===== src/rtl/master_port.sv =====
// master_port: master-side serial bus interface toward the system-bus arbiter.
// Takes one parallel read/write command, requests the bus, sends the serial
// slave-select sequence, shifts address and write data out (or read data in),
// and reports done/error back to the core.
//
// Optional feature: define MASTER_PORT_TIMEOUT_EN to bound the REQ and WAIT
// states by TIMEOUT cycles (aborting with error). Without it both states wait
// indefinitely and the TIMEOUT parameter is unused.
//
// state   | meaning
// --------+-----------------------------------------------------------
// S_IDLE  | waiting for start
// S_REQ   | request raised, waiting for grant
// S_SEL   | serial slave select: marker 1, then slave_id[0..2]
// S_ADDR  | address out on bus_out, LSB first
// S_WAIT  | waiting for slave_ready
// S_WDATA | write data out on bus_out, LSB first
// S_RDATA | read data in from bus_in, LSB first
// S_DONE  | completion cycle; done pulses on the following edge
module master_port #(
    parameter int ADDR_WIDTH = 12,
    parameter int DATA_WIDTH = 8,
    parameter int TIMEOUT    = 255
) (
    input  logic                  clk,
    input  logic                  reset,
    input  logic                  start,
    input  logic                  rw,
    input  logic [2:0]            slave_id,
    input  logic [ADDR_WIDTH-1:0] addr,
    input  logic [DATA_WIDTH-1:0] wdata,
    output logic                  busy,
    output logic                  done,
    output logic                  error,
    output logic [DATA_WIDTH-1:0] rdata,
    output logic                  request,
    input  logic                  grant,
    output logic                  slave_select,
    output logic                  bus_out,
    output logic                  bus_valid,
    output logic                  bus_mode,
    input  logic                  bus_in,
    input  logic                  slave_ready
);

    localparam int MAXW = (ADDR_WIDTH > DATA_WIDTH) ? ADDR_WIDTH : DATA_WIDTH;
    localparam int CW   = $clog2(MAXW) + 1;

    typedef enum logic [2:0] {
        S_IDLE, S_REQ, S_SEL, S_ADDR, S_WAIT, S_WDATA, S_RDATA, S_DONE
    } state_t;

    state_t                state_q, state_d;
    logic [CW-1:0]         cnt_q, cnt_d;
    logic                  rw_q;
    logic [2:0]            id_q;
    logic [ADDR_WIDTH-1:0] addr_q;
    logic [DATA_WIDTH-1:0] wdata_q;
    logic [DATA_WIDTH-1:0] shadow_q;
    logic                  err_set;
    logic                  to_hit;

    logic                  busy_d, request_d, ss_d, bus_out_d, bus_valid_d, bus_mode_d;
    logic [3:0]            sel_vec;
    logic [ADDR_WIDTH-1:0] addr_vec;
    logic [DATA_WIDTH-1:0] data_vec;

`ifdef MASTER_PORT_TIMEOUT_EN
    localparam int TW = $clog2(TIMEOUT + 1);
    logic [TW-1:0] to_cnt_q;

    // Wait-cycle counter for REQ and WAIT, restarted on every state change.
    always_ff @(posedge clk or negedge reset) begin
        if (!reset) begin
            to_cnt_q <= '0;
        end else if (state_d != state_q) begin
            to_cnt_q <= '0;
        end else if (state_q == S_REQ || state_q == S_WAIT) begin
            to_cnt_q <= to_cnt_q + TW'(1);
        end
    end

    // The TIMEOUT-th wait cycle is the last one tolerated.
    assign to_hit = (to_cnt_q == TW'(TIMEOUT - 1));
`else
    assign to_hit = 1'b0;
`endif

    // Next-state logic; losing grant anywhere between SEL and RDATA aborts.
    always_comb begin
        state_d = state_q;
        err_set = 1'b0;
        case (state_q)
            S_IDLE: if (start) state_d = S_REQ;
            S_REQ: begin
                if (grant) begin
                    state_d = S_SEL;
                end else if (to_hit) begin
                    state_d = S_DONE;
                    err_set = 1'b1;
                end
            end
            S_SEL: begin
                if (!grant) begin
                    state_d = S_DONE;
                    err_set = 1'b1;
                end else if (cnt_q == CW'(3)) begin
                    state_d = S_ADDR;
                end
            end
            S_ADDR: begin
                if (!grant) begin
                    state_d = S_DONE;
                    err_set = 1'b1;
                end else if (cnt_q == CW'(ADDR_WIDTH - 1)) begin
                    state_d = S_WAIT;
                end
            end
            S_WAIT: begin
                if (!grant) begin
                    state_d = S_DONE;
                    err_set = 1'b1;
                end else if (slave_ready) begin
                    state_d = rw_q ? S_WDATA : S_RDATA;
                end else if (to_hit) begin
                    state_d = S_DONE;
                    err_set = 1'b1;
                end
            end
            S_WDATA, S_RDATA: begin
                if (!grant) begin
                    state_d = S_DONE;
                    err_set = 1'b1;
                end else if (cnt_q == CW'(DATA_WIDTH - 1)) begin
                    state_d = S_DONE;
                end
            end
            S_DONE:  state_d = S_IDLE;
            default: state_d = S_IDLE;
        endcase
    end

    // Bit counter and next values of the registered outputs, derived from
    // the state being entered so every output is a clean flop.
    always_comb begin
        cnt_d = cnt_q;
        if (state_d != state_q) begin
            cnt_d = '0;
        end else if (state_q == S_SEL || state_q == S_ADDR ||
                     state_q == S_WDATA || state_q == S_RDATA) begin
            cnt_d = cnt_q + CW'(1);
        end

        sel_vec  = {id_q, 1'b1} >> cnt_d;
        addr_vec = addr_q >> cnt_d;
        data_vec = wdata_q >> cnt_d;

        busy_d      = (state_d != S_IDLE);
        ss_d        = (state_d == S_SEL) && sel_vec[0];
        bus_out_d   = 1'b0;
        if (state_d == S_ADDR)  bus_out_d = addr_vec[0];
        if (state_d == S_WDATA) bus_out_d = data_vec[0];
        bus_valid_d = (state_d == S_ADDR) || (state_d == S_WDATA);
        bus_mode_d  = rw_q && (state_d == S_SEL || state_d == S_ADDR || state_d == S_WAIT ||
                               state_d == S_WDATA || state_d == S_RDATA);
        // A grant timeout in REQ keeps request up until the done pulse.
        request_d   = (state_d == S_REQ || state_d == S_SEL || state_d == S_ADDR ||
                       state_d == S_WAIT || state_d == S_WDATA || state_d == S_RDATA) ||
                      (state_d == S_DONE && state_q == S_REQ);
    end

    // State, counter and registered outputs.
    always_ff @(posedge clk or negedge reset) begin
        if (!reset) begin
            state_q      <= S_IDLE;
            cnt_q        <= '0;
            busy         <= 1'b0;
            done         <= 1'b0;
            request      <= 1'b0;
            slave_select <= 1'b0;
            bus_out      <= 1'b0;
            bus_valid    <= 1'b0;
            bus_mode     <= 1'b0;
        end else begin
            state_q      <= state_d;
            cnt_q        <= cnt_d;
            busy         <= busy_d;
            done         <= (state_q == S_DONE);
            request      <= request_d;
            slave_select <= ss_d;
            bus_out      <= bus_out_d;
            bus_valid    <= bus_valid_d;
            bus_mode     <= bus_mode_d;
        end
    end

    // Command capture, error flag, read shadow shift and rdata update.
    always_ff @(posedge clk or negedge reset) begin
        if (!reset) begin
            rw_q     <= 1'b0;
            id_q     <= '0;
            addr_q   <= '0;
            wdata_q  <= '0;
            shadow_q <= '0;
            error    <= 1'b0;
            rdata    <= '0;
        end else begin
            if (state_q == S_IDLE && start) begin
                rw_q    <= rw;
                id_q    <= slave_id;
                addr_q  <= addr;
                wdata_q <= wdata;
                error   <= 1'b0;
            end else if (err_set) begin
                error <= 1'b1;
            end
            if (state_q == S_RDATA) begin
                shadow_q <= {bus_in, shadow_q[DATA_WIDTH-1:1]};
            end
            if (state_q == S_DONE && !error && !rw_q) begin
                rdata <= shadow_q;
            end
        end
    end

endmodule

===== config.mk =====
export PLATFORM = sky130hd
export DESIGN_NAME = master_port
export DESIGN_NICKNAME = d
export VERILOG_FILES = /design/src/rtl/master_port.sv
export SDC_FILE = /design/constraint.sdc
export NUM_CORES = 1
export LEC_CHECK = 0
export CAP_MARGIN = 10
export CORE_MARGIN = 3
export CORE_UTILIZATION = 53
export DETAILED_ROUTE_END_ITERATION = 10
export GPL_TIMING_DRIVEN = 1
export PLACE_DENSITY = 0.9
export RECOVER_POWER = 100
export SYNTH_ARGS = -nofsm -noshare
export SYNTH_HDL_FRONTEND = slang
export SYNTH_SLANG_ARGS = --single-unit

===== constraint.sdc =====
create_clock -name clk -period 2.83 [get_ports clk]
set_clock_uncertainty 0.15 [all_clocks]
set_input_delay 0.7075 -clock clk [delete_from_list [all_inputs] [get_ports clk]]
set_output_delay 0.7075 -clock clk [all_outputs]
set_load 0.01 [all_outputs]

==> results.txt <==
GRT overflow: 0
via density per instance: 5.72
core box area: 4940 µm²
cts hold-fix bufs: 0
Worst Max-Slew Pin Slew: 0.978 ns
leakage: 1.51 nW
Post-synth ARST share: 100%
TritonCTS buffer count: 5
Antenna Nets Post-Route: 0
Slew Limit Fails: 0
ANT cells: 0
WL final: 5.81 mm
Post-Syn Area: 2830 µm²
CP Class: primary input to flip-flop
post-CTS sizing: 0
I/O Buffers: 45
1st-pass router iterations: 4
# IOs: 46
Root Buffer: clkbuf_8
first-pass GRT wire length: 9.82 mm
Peak Freq: 375 MHz
sequential area share after synthesis: 49.5%
CTS tree: done
CP max stage delay: 0.58 ns
Gate Count Post-Synth: 235
Final period util: 94.3%
worst skew pair latency: 0.30 ns
initial antenna violation count: 0
RSZ-0062 raised after global routing: no
Top FF cell, synth: dfrtp_1
Sink Count: 56
Netlist cell types: 52
Final Setup Violations: 0
CTS clk-pin slew, worst paths: 0.09 ns
Routability Congestion: 0.844
number of flops mapped to enable cells by yosys: 0
post-CTS setup buffers: 0
CTS H-tree lvls: 2
die area: 6250 µm²
Placement Setup Slack: -0.106 ns
final setup margin: 0.161 ns
All-Layer GR Usage: 20.1%
vias: 2058
initial DRC count: 123
Bufs on Longest Clock Path: 2
max cap viols: 0
Residual DRC: 0
CP Max Fanout: 7
PD cells: 1070 nW/µm²
CP max-delay cell: clkdlybuf4s50_1
Syn. warnings: 0
Routed wire per std cell: 16.2 µm
nets@finish: 323
die width: 79.1 µm
Synthesized Nets: 266
critical path capture point type: flip-flop
Area Overhead vs Synth: 22.7%
die height: 79.1 µm
relative slew slack: 34.8%
Initial Utilization: 57.2%
area of the multi-input gates: 1310 µm²
Layout fillers: 391
commonest cells after routing, fill and taps aside: dfrtp_1 (56), mux2_2 (38), clkdlybuf4s50_1 (28)
syn avg cell area: 12.0 µm²
Storage cell area: 1400 µm²
Max IR drop VDD: 0.000623 V
largest net degree at the start of global routing: 39
most common cell after layout, fill and taps aside: dfrtp_1
Worst EP arrival: 2.73 ns
setup TNS: 0 ns
min Tclk post-route: 2.67 ns
DP HPWL: 4.30 mm
Worst Setup Start Kind: primary input
Hold WC Path Type: flip-flop to flip-flop
Final Hold Viols: 0
Yosys reg bits: 56
status: finished, final reports clean
required time of the critical path: 2.90 ns
# rows: 25
crit-path cells: clkdlybuf4s50_1 > a21oi_1 > nor4_1 > o22ai_2 > mux2i_1 > or4_1 > o32ai_2
vias in the first global route: 2108
share of layout cells above drive strength 1: 23.5%
## path summary, 6_finish.rpt
kind	slack (ns)	end	cells after the start	from
worst min-delay path	0.35	rdata[2]$_DFFE_PN0P_	1	rdata[2]$_DFFE_PN0P_
max in group asynchronous	0.73	busy$_DFF_PN0_	2	reset
min in group asynchronous	0.38	wdata_q[7]$_DFFE_PN0P_	1	reset
worst max-delay path	0.16	bus_out$_DFF_PN0_	7	grant
worst max register to register	0.20	bus_out$_DFF_PN0_	8	cnt_q[0]$_DFF_PN0_
worst min register to register	0.35	rdata[2]$_DFFE_PN0P_	1	rdata[2]$_DFFE_PN0P_
## per-stage QoR
stage / total power, mW / cell area, µm² / hold WS, ns / util [%] / std cells
after floorplan: 2.70 / 2830 / 0.262 / - / 235
final: 3.73 / 3470 / 0.353 / 70.3 / 360
after detailed placement: 3.36 / 3420 / 0.342 / 69.3 / 352
after CTS: 3.84 / 3520 / 0.192 / 71.2 / 360
after global placement: 3.28 / 3420 / 0.337 / 69.3 / 352
after global routing: 3.98 / 3470 / 0.378 / 70.3 / 360
## power by group
part | internal, mW | switching, mW
Sequential | 1.13 | 0.222
Clock | 0.199 | 0.238
Combinational | 1.02 | 0.921
## state kept, by name, indices dropped and copies added (netlist names), 3 cells and up
name	cells
wdata_q	8
rdata	8
shadow_q	8
cnt_q	5
id_q	3
addr_q	12
state_q	3
## logic make-up after synthesis
kind of cell | synth area share [%]
AOI/OAI and AO/OA | 7.65
DFF | 49.5
buffers and inverters | 3.80
and+or+nand+nor | 14.2
adders and majority gates | 0.442
xor gates and xnor gates | 4.25
muxes | 20.1
## worst max-delay path: cells and delay by family
family                 cells  cell delay (ns)
muxes                      1             0.14
AOI/OAI and AO/OA          3             0.57
and+or+nand+nor            2             0.73
buffers and inverters      1             0.58
## metal layers
metal	up-vias	global-route usage (%)	part of all wire (%)
met3	10	3.17	4.4
li1	952	-	-
met4	0	8.25	1.8
met2	65	35.2	51
met1	1031	24.8	43
met5	-	0	0
## synth_stat cells, drive strengths merged, types with 2 or more instances
master	count	area [µm²]
a21oi	8	40.0
nand3	6	30.0
nand4bb	2	38.8
clkbuf	3	11.3
nor4	3	31.3
nor2	15	58.8
a31oi	5	31.3
buf	11	77.6
nand2b	3	21.3
o21ai	6	30.0
nand2	12	45.0
xnor2	4	35.0
or4	2	15.0
nand3b	6	45.0
and2	2	12.5
dfrtp	56	1400
and3	3	18.8
mux2	41	465
a21o	2	15.0
inv	5	18.8
nor2b	4	25.0
nand4	3	18.8
mux2i	8	80.1
nor3	4	20.0
xor2	5	62.6
## final cells by class
class                      instances  area share (%)
tap                               67            2.41
sequential                        56            40.4
clock inverter                     1           0.216
timing repair buffer              64            16.2
inverter                           5           0.541
multi-input combinational        160            37.8
clock buffer                       7            2.49
Power figures use the tool's default switching activity.
